`src/rtl/led_count_gen.sv`:
```
// led_count_gen: 8-bit LED pattern source. Two raw buttons are synchronised
// and debounced; accepted presses start/pause the count or flip its
// direction. While running, leds steps by one every DIV clock cycles.
module led_count_gen #(
    parameter int DIV        = 12_000_000,
    parameter int DEB_CYCLES = 240_000
) (
    input  logic       clk,
    input  logic       rst,
    input  logic       btn_run,
    input  logic       btn_dir,
    output logic [7:0] leds,
    output logic       running,
    output logic       dir_up,
    output logic       tick
);

    localparam int PW = $clog2(DIV);
    localparam int DW = $clog2(DEB_CYCLES);
    localparam logic [PW-1:0] PC_LAST = PW'(DIV - 1);
    localparam logic [DW-1:0] DC_LAST = DW'(DEB_CYCLES - 1);

    typedef enum logic {S_PAUSE, S_RUN} state_t;

    // index 0 = run button, index 1 = direction button
    logic [1:0]         btn_raw;
    logic [1:0]         sync1;
    logic [1:0]         sync2;
    logic [1:0]         deb;
    logic [1:0]         deb_q;
    logic [1:0][DW-1:0] dc;
    logic [1:0]         press;
    logic               run_evt;
    logic               dir_evt;

    state_t             state_q;
    state_t             state_d;
    logic [PW-1:0]      pc;

    assign btn_raw = {btn_dir, btn_run};
    assign press   = deb & ~deb_q;
    assign run_evt = press[0];
    assign dir_evt = press[1];
    assign running = (state_q == S_RUN);

    // Two-flop synchronisers for the asynchronous button inputs
    always_ff @(posedge clk or posedge rst) begin
        if (rst) begin
            sync1 <= '0;
            sync2 <= '0;
        end else begin
            sync1 <= btn_raw;
            sync2 <= sync1;
        end
    end

    // Debounce: accept a new level after DEB_CYCLES consecutive differing samples
    always_ff @(posedge clk or posedge rst) begin
        if (rst) begin
            deb   <= '0;
            deb_q <= '0;
            dc    <= '0;
        end else begin
            deb_q <= deb;
            for (int i = 0; i < 2; i++) begin
                if (sync2[i] == deb[i]) begin
                    dc[i] <= '0;
                end else if (dc[i] == DC_LAST) begin
                    deb[i] <= sync2[i];
                    dc[i]  <= '0;
                end else begin
                    dc[i] <= dc[i] + DW'(1);
                end
            end
        end
    end

    // Run/pause state register
    always_ff @(posedge clk or posedge rst) begin
        if (rst) state_q <= S_PAUSE;
        else     state_q <= state_d;
    end

    // Each accepted run press toggles between PAUSE and RUN
    always_comb begin
        state_d = state_q;
        case (state_q)
            S_PAUSE: if (run_evt) state_d = S_RUN;
            S_RUN:   if (run_evt) state_d = S_PAUSE;
            default: state_d = S_PAUSE;
        endcase
    end

    // Prescaler and LED stepping; a run event always restarts the prescaler,
    // so partial progress is discarded on pause and resume waits a full DIV
    always_ff @(posedge clk or posedge rst) begin
        if (rst) begin
            pc   <= '0;
            tick <= 1'b0;
            leds <= 8'h55;
        end else begin
            tick <= 1'b0;
            if (state_q == S_RUN) begin
                if (pc == PC_LAST) begin
                    pc   <= '0;
                    tick <= 1'b1;
                    leds <= dir_up ? leds + 8'd1 : leds - 8'd1;
                end else begin
                    pc <= pc + PW'(1);
                end
            end
            if (run_evt) pc <= '0;
        end
    end

    // Direction toggles on each accepted press, in either state; a step on
    // the same edge still sees the old direction
    always_ff @(posedge clk or posedge rst) begin
        if (rst)          dir_up <= 1'b1;
        else if (dir_evt) dir_up <= ~dir_up;
    end

endmodule
```
`config.mk`:
```
export PLATFORM = sky130hd
export DESIGN_NAME = led_count_gen
export DESIGN_NICKNAME = d
export VERILOG_FILES = /design/src/rtl/led_count_gen.sv
export SDC_FILE = /design/constraint.sdc
export NUM_CORES = 1
export LEC_CHECK = 0
export BUFFER_PORTS_ARGS = -buffer_cell sky130_fd_sc_hd__buf_2
export CAP_MARGIN = 20
export CORE_ASPECT_RATIO = 1.5
export CORE_UTILIZATION = 50
export DETAILED_ROUTE_END_ITERATION = 6
export GPL_TIMING_DRIVEN = 0
export PLACE_DENSITY_LB_ADDON = 0.05
export SETUP_SLACK_MARGIN = 0.05
export SLEW_MARGIN = 15
export SYNTH_ARGS = -nofsm -noshare
export SYNTH_HDL_FRONTEND = slang
export SYNTH_SLANG_ARGS = --single-unit
```
`constraint.sdc`:
```
create_clock -name clk -period 2.5 [get_ports clk]
set_clock_uncertainty 0.05 [all_clocks]
set_input_delay 0.25 -clock clk [delete_from_list [all_inputs] [get_ports clk]]
set_output_delay 0.25 -clock clk [all_outputs]
set_load 0.01 [all_outputs]
```
# Yosys cells after proc, flatten, opt, wreduce, memory -nomap -nowiden
# Index checks and enable logic that the tools add are counted.
[classes] add_sub_neg=5 n_div=0 muxes=13 order_cmp=0 shifts=0 mul=0 eq_ne=5 bitwise_logic=6 n_reduce_logical=4
[op_table] operator="18-bit two-way mux" count=4
[op_table] operator="24-bit two-way mux" count=3
[op_table] operator="18-bit by 1-bit adder with 18-bit output, second input constant" count=2
[op_table] operator="18-bit == test, second input constant" count=2
[op_table] operator="24-bit by 1-bit adder with 24-bit output, second input constant" count=1
[op_table] operator="24-bit == test, second input constant" count=1
[op_table] operator="8-bit by 1-bit adder with 8-bit output, second input constant" count=1
[op_table] operator="8-bit two-way mux" count=1
[op_table] operator="8-bit by 1-bit subtractor with 8-bit output, second input constant" count=1
[op_table] operator="2-bit AND reduction" count=3
[op_table] operator="1-bit two-way mux" count=4
[op_table] operator="1-bit inverter" count=4
[op_table] operator="2-bit bitwise AND" count=1
[op_table] operator="1-bit == test" count=2
[op_table] operator="2-bit inverter" count=1
[op_table] operator="1-bit one-hot mux with 2 select lines" count=1
[op_table] operator="2-bit nonzero test" count=1
[word_totals] mem_bits_rw=0 regBits=79 romBits=0 in_bits=4 mem_count=0 out_inout_bits=11 latch_bits=0

# Depth between registers and ports, before layout
[depth] depth_word=4 depth_mapped=9 mapped_depth_nobuf=8

# Least setup slack after synthesis
# Ideal clock, no wire load.
[synth_path] path_kind="register -> register" startpoint="reg dir_up" endpoint="reg leds[6]" path_slack_ps=346 setup_ps=79 path_stages_with_launch=8 path_buffers=0 arrival_time_ps=2025 cell_sequence="dfstp_2 > inv_1 > fa_1 > a21o_1 > a21o_1 > a2111oi_0 > a311oi_1 > o21ai_0"
[synth_via] elab_chain_cells=1
[synth_rtl] element="start: declaration" line_no="14" rtl="output logic dir_up,"
[synth_rtl] element="start signal: assignment" line_no="120" rtl="else if (dir_evt) dir_up <= ~dir_up;"
[synth_rtl] element="8-bit two-way mux" line_no="107" rtl="leds <= dir_up ? leds + 8'd1 : leds - 8'd1;"
[synth_rtl] element="end signal: assignment" line_no="107"
[synth_rtl] element="end: declaration" line_no="12" rtl="output logic [7:0] leds,"
# Every way passes these cells.
# A chain may end at the register's enable or synchronous reset.

# Worst setup path after layout
# Ends and elaborated chain as after synthesis.

==> run_summary.xml <==
<?xml version="1.0" encoding="UTF-8"?>
<metrics>
  <group name="floorplanning">
    <metric name="chipWidth" unit="um">75.7</metric>
    <metric name="initial_utilization" unit="%">51.2</metric>
    <metric name="die_area" unit="um^2">8520</metric>
    <metric name="die-height" unit="um">113</metric>
    <metric name="core.rowCount" unit="">40</metric>
    <metric name="ioPinCount" unit="">15</metric>
    <metric name="core_area" unit="um^2">7960</metric>
  </group>
  <group name="setup_path">
    <metric name="timing.reg2reg.setup_slack" unit="ns">0.21</metric>
    <metric name="rr_worst_depth" unit="">7</metric>
    <metric name="kind_of_launch_point_of_the_worst_setup_path" unit="">flip-flop</metric>
    <metric name="worst_path_largest_cell_delay" unit="ns">0.54</metric>
    <metric name="worstReg2RegStart" unit="">dir_up</metric>
    <metric name="crit_path_end" unit="">leds[6]</metric>
    <metric name="critical_path_required" unit="ns">2.72</metric>
    <metric name="cp_data_arrival_time" unit="ns">2.51</metric>
    <metric name="path_class" unit="">reg -&gt; reg</metric>
    <metric name="reg2reg_to" unit="">leds[6]</metric>
    <metric name="setup.worst_path.end_class" unit="">flip-flop</metric>
    <metric name="cpMostUsedCell" unit="">sky130_fd_sc_hd__a21o_1</metric>
    <metric name="worst-path-max-fanout" unit="">9</metric>
    <metric name="critical_path.startpoint" unit="">dir_up</metric>
    <metric name="worstPathCellList" unit="">inv_1 -&gt; fa_1 -&gt; a21o_1 -&gt; a21o_1 -&gt; a2111oi_1 -&gt; a311oi_1 -&gt; o21ai_0</metric>
    <metric name="highest_delay_cell_along_the_critical_path" unit="">sky130_fd_sc_hd__dfstp_2</metric>
  </group>
  <group name="layout">
    <metric name="final_net_count" unit="">453</metric>
    <metric name="final.fill_count" unit="">695</metric>
    <metric name="final_design_area_no_fill" unit="um^2">4630</metric>
    <metric name="layout-area-overhead-vs-synth" unit="%">13.7</metric>
    <metric name="insertedDiodeCount" unit="">0</metric>
    <metric name="final_layout_size_suffix_gt1_share" unit="%">14.4</metric>
  </group>
  <group name="timing">
    <metric name="timing_worst_slew_pin_value" unit="ns">0.649</metric>
    <metric name="fin_worst_hold_slack" unit="ns">0.302</metric>
    <metric name="setup_total_negative_slack" unit="ns">0</metric>
    <metric name="report.final.setup_viol" unit="">0</metric>
    <metric name="maxClockFrequency" unit="GHz">0.436</metric>
    <metric name="timing.final.crit_period" unit="ns">2.29</metric>
    <metric name="relSlewSlack" unit="%">56.7</metric>
    <metric name="post-route-period-util" unit="%">91.7</metric>
    <metric name="rsz0062_at_grt" unit="">no</metric>
    <metric name="report.final.slew_viol_count" unit="">0</metric>
    <metric name="hold_viol_final" unit="">0</metric>
  </group>
  <group name="logic_synthesis">
    <metric name="postSynthCellCount" unit="">409</metric>
    <metric name="net_count_of_the_mapped_netlist" unit="">424</metric>
    <metric name="synthSimpleGateAreaFrac" unit="%">25.0</metric>
    <metric name="synth_area" unit="um^2">4080</metric>
    <metric name="synth_mux_area_share" unit="%">2.09</metric>
    <metric name="synth_cell_type_count" unit="">54</metric>
    <metric name="adder_and_majority_gate_portion_of_the_synthesized_area" unit="%">3.56</metric>
    <metric name="synth_edf_count" unit="">0</metric>
    <metric name="synth_top_area_share" unit="%">45.4</metric>
    <metric name="synth-seq-area-share" unit="%">48.7</metric>
    <metric name="post_synth_main_area_contributors" unit="">sky130_fd_sc_hd__dfrtp_1 45%, sky130_fd_sc_hd__nor2_1 5.8%, sky130_fd_sc_hd__xnor2_1 4.9%, sky130_fd_sc_hd__xor2_1 4.7%, sky130_fd_sc_hd__dfstp_2 3.2%</metric>
    <metric name="syn_avg_cell_area" unit="um^2">9.96</metric>
    <metric name="synth_largest_area_cell" unit="">sky130_fd_sc_hd__dfrtp_1</metric>
    <metric name="synth_top_family_by_area" unit="">simple AND/OR/NAND/NOR gates</metric>
    <metric name="yosys.area_share.xor_xnor" unit="%">9.67</metric>
    <metric name="ys_ff_latch" unit="">79</metric>
    <metric name="ys_dominant_reg_cell" unit="">sky130_fd_sc_hd__dfrtp_1</metric>
    <metric name="synth_compound_area_share" unit="%">7.71</metric>
    <metric name="yosysWarningCount" unit="">0</metric>
    <metric name="async_reset_ff_share" unit="%">100</metric>
  </group>
  <group name="detailed_routing">
    <metric name="vias_per_cell" unit="">5.49</metric>
    <metric name="antenna_violating_nets_post_route" unit="">0</metric>
    <metric name="drt_iter0_markers" unit="">133</metric>
    <metric name="detailed_route_wl" unit="mm">7.79</metric>
    <metric name="via_count" unit="">3007</metric>
    <metric name="drt_drc_violations_left" unit="">0</metric>
    <metric name="drtPass1Iterations" unit="">5</metric>
    <metric name="drt-wirelength-per-cell" unit="um">14.2</metric>
  </group>
  <group name="place">
    <metric name="post-dp-hpwl" unit="mm">5.35</metric>
    <metric name="gp_congestion" unit="">0.794</metric>
    <metric name="total_of_buffers_placed_on_input_and_output_ports" unit="">14</metric>
    <metric name="placement.cell_area" unit="um^2">4310</metric>
  </group>
  <group name="clock_network">
    <metric name="clkLatencyLatePin" unit="ns">0.34</metric>
    <metric name="path_clk_slew" unit="ns">0.06</metric>
    <metric name="htree_num_levels" unit="">3</metric>
    <metric name="number_of_cts_inserted_buffers" unit="">9</metric>
    <metric name="cts-root-buf" unit="">sky130_fd_sc_hd__clkbuf_16</metric>
    <metric name="cts.sink_count" unit="">79</metric>
    <metric name="postCtsSetupBuffers" unit="">0</metric>
    <metric name="cts_tree" unit="">built</metric>
    <metric name="cts-root-to-sink-buffers" unit="">2</metric>
  </group>
  <group name="run_status">
    <metric name="run_status" unit="">complete, no violations</metric>
  </group>
  <group name="global_route">
    <metric name="grt_usage" unit="%">20.6</metric>
    <metric name="grt_max_degree" unit="">61</metric>
    <metric name="gr-total-overflow" unit="">0</metric>
    <metric name="initial_antenna_violation_count" unit="">0</metric>
    <metric name="first_global_vias" unit="">2959</metric>
    <metric name="grt_first_pass_wirelength" unit="mm">13.4</metric>
  </group>
  <group name="power">
    <metric name="powerDensity" unit="nW/um^2">562</metric>
    <metric name="irDropWorstVdd" unit="V">0.000522</metric>
    <metric name="leakage" unit="nW">1.99</metric>
  </group>
  <group name="job">
    <metric name="max_cap_violations" unit="">0</metric>
  </group>
  <group name="hold_path">
    <metric name="hold_class" unit="">reg -&gt; reg</metric>
  </group>
</metrics>
cells in the mapped netlist (all sizes together), types with 6 or more instances:
cell   number
and4        6
a21oi      11
nand3      25
o21ai      16
nand2      29
ha         10
inv        17
nor3       12
nand4      12
a22o        7
dfrtp      74
xor2       22
xnor2      23
nor2       64
buf         6
nor4        6
area by class of cell:
type / instances / area [um^2] / area share [%]
clock buffer: 9 / 225 / 4.86
inverter: 17 / 66.3 / 1.43
clock inverter: 7 / 55.1 / 1.19
tap: 105 / 131 / 2.84
multi-input combinational: 303 / 1970 / 42.6
sequential: 79 / 1980 / 42.8
timing repair buffer: 18 / 128 / 2.76
buffer: 10 / 70.1 / 1.51
cells by family (layout without fill, tap and decap cells):
family                   Yosys count  after routing
XOR/XNOR                          45             45
adder cells (fa/ha/maj)           11             11
multiplexers                       8              8
AND/OR/NAND/NOR                  191            191
flip-flops                        79             79
AO/OA/AOI/OAI                     48             48
buffers and inverters             27             61
worst max-delay path: cells and delay by family (launching register included):
kind / cells / cell delay, ns
DFF: 1 / 0.54
adders and majority gates: 1 / 0.46
buffers and inverters: 1 / 0.17
AOI/OAI and AO/OA: 5 / 1.00
layer usage:
metal  GRT usage, %  vias up  wire length, um
li1               -     1480                -
met1           24.5     1465             3440
met2           34.9       46             3980
met3           2.78       16              144
met4           11.4        0              231
met5              0        -                0
timing repair:
| action | CTS | global route |
|---|---|---|
| hold endpoints to repair | 17 | 0 |
| pin swaps | 0 | 0 |
| gates resized for setup | 1 | 3 |
| hold buffers | 3 | 0 |
| endpoints found under the setup margin | 4 | 4 |
registers in the layout (all words and copies together) (netlist names), 2 cells and up:
name and count:
sync1 2, sync2 2, deb_q 2, leds 8
pc 24, deb 2, dc 36
worst min path at each step:
stage                     startpoint        to  slack, ns  depth (start not counted)
after CTS                   sync1[0]  sync2[0]       0.30                          0
after global routing        sync1[1]  sync2[1]       0.31                          0
after detailed placement         rst    dc[20]       0.18                          2
after floorplan              btn_run  sync1[0]       0.23                          0
final                       sync1[0]  sync2[0]       0.30                          0
after global placement      sync1[0]  sync2[0]       0.28                          0
per-stage QoR:
step	util, %	worst slack, ns	power [W]	std cells
global placement	53.7	-0.803	0.00138	528
global route	58.2	0.0595	0.00269	548
floorplan	-	0.185	0.00136	409
CTS	58.1	0.176	0.00263	548
detailed placement	54.1	0.0320	0.00139	529
finish	58.2	0.207	0.00260	548
cell usage in the layout, fill, tap and decap left out, types with 5 or more instances in the layout:
| cell type | instances |
|---|---|
| sky130_fd_sc_hd__nand4_1 | 11 |
| sky130_fd_sc_hd__ha_1 | 10 |
| sky130_fd_sc_hd__a22o_1 | 7 |
| sky130_fd_sc_hd__and4_1 | 6 |
| sky130_fd_sc_hd__o21ai_0 | 16 |
| sky130_fd_sc_hd__a21o_1 | 5 |
| sky130_fd_sc_hd__nor2_1 | 63 |
| sky130_fd_sc_hd__dfrtp_1 | 74 |
| sky130_fd_sc_hd__xnor2_1 | 23 |
| sky130_fd_sc_hd__buf_2 | 17 |
| sky130_fd_sc_hd__a21oi_1 | 10 |
| sky130_fd_sc_hd__nand3_1 | 25 |
| sky130_fd_sc_hd__clkbuf_16 | 9 |
| sky130_fd_sc_hd__nor4_2 | 5 |
| sky130_fd_sc_hd__nor3_1 | 11 |
| sky130_fd_sc_hd__nand2_1 | 29 |
| sky130_fd_sc_hd__inv_1 | 16 |
| sky130_fd_sc_hd__xor2_1 | 22 |
| sky130_fd_sc_hd__dfstp_2 | 5 |
power by group:
part           internal [W]  total [W]  leakage [nW]  switching, W
Clock              0.000682    0.00124         0.133      0.000558
Combinational     0.0000228  0.0000655         0.788     0.0000427
Sequential          0.00129    0.00130          1.07    0.00000858
Power figures use the tool's default switching activity.
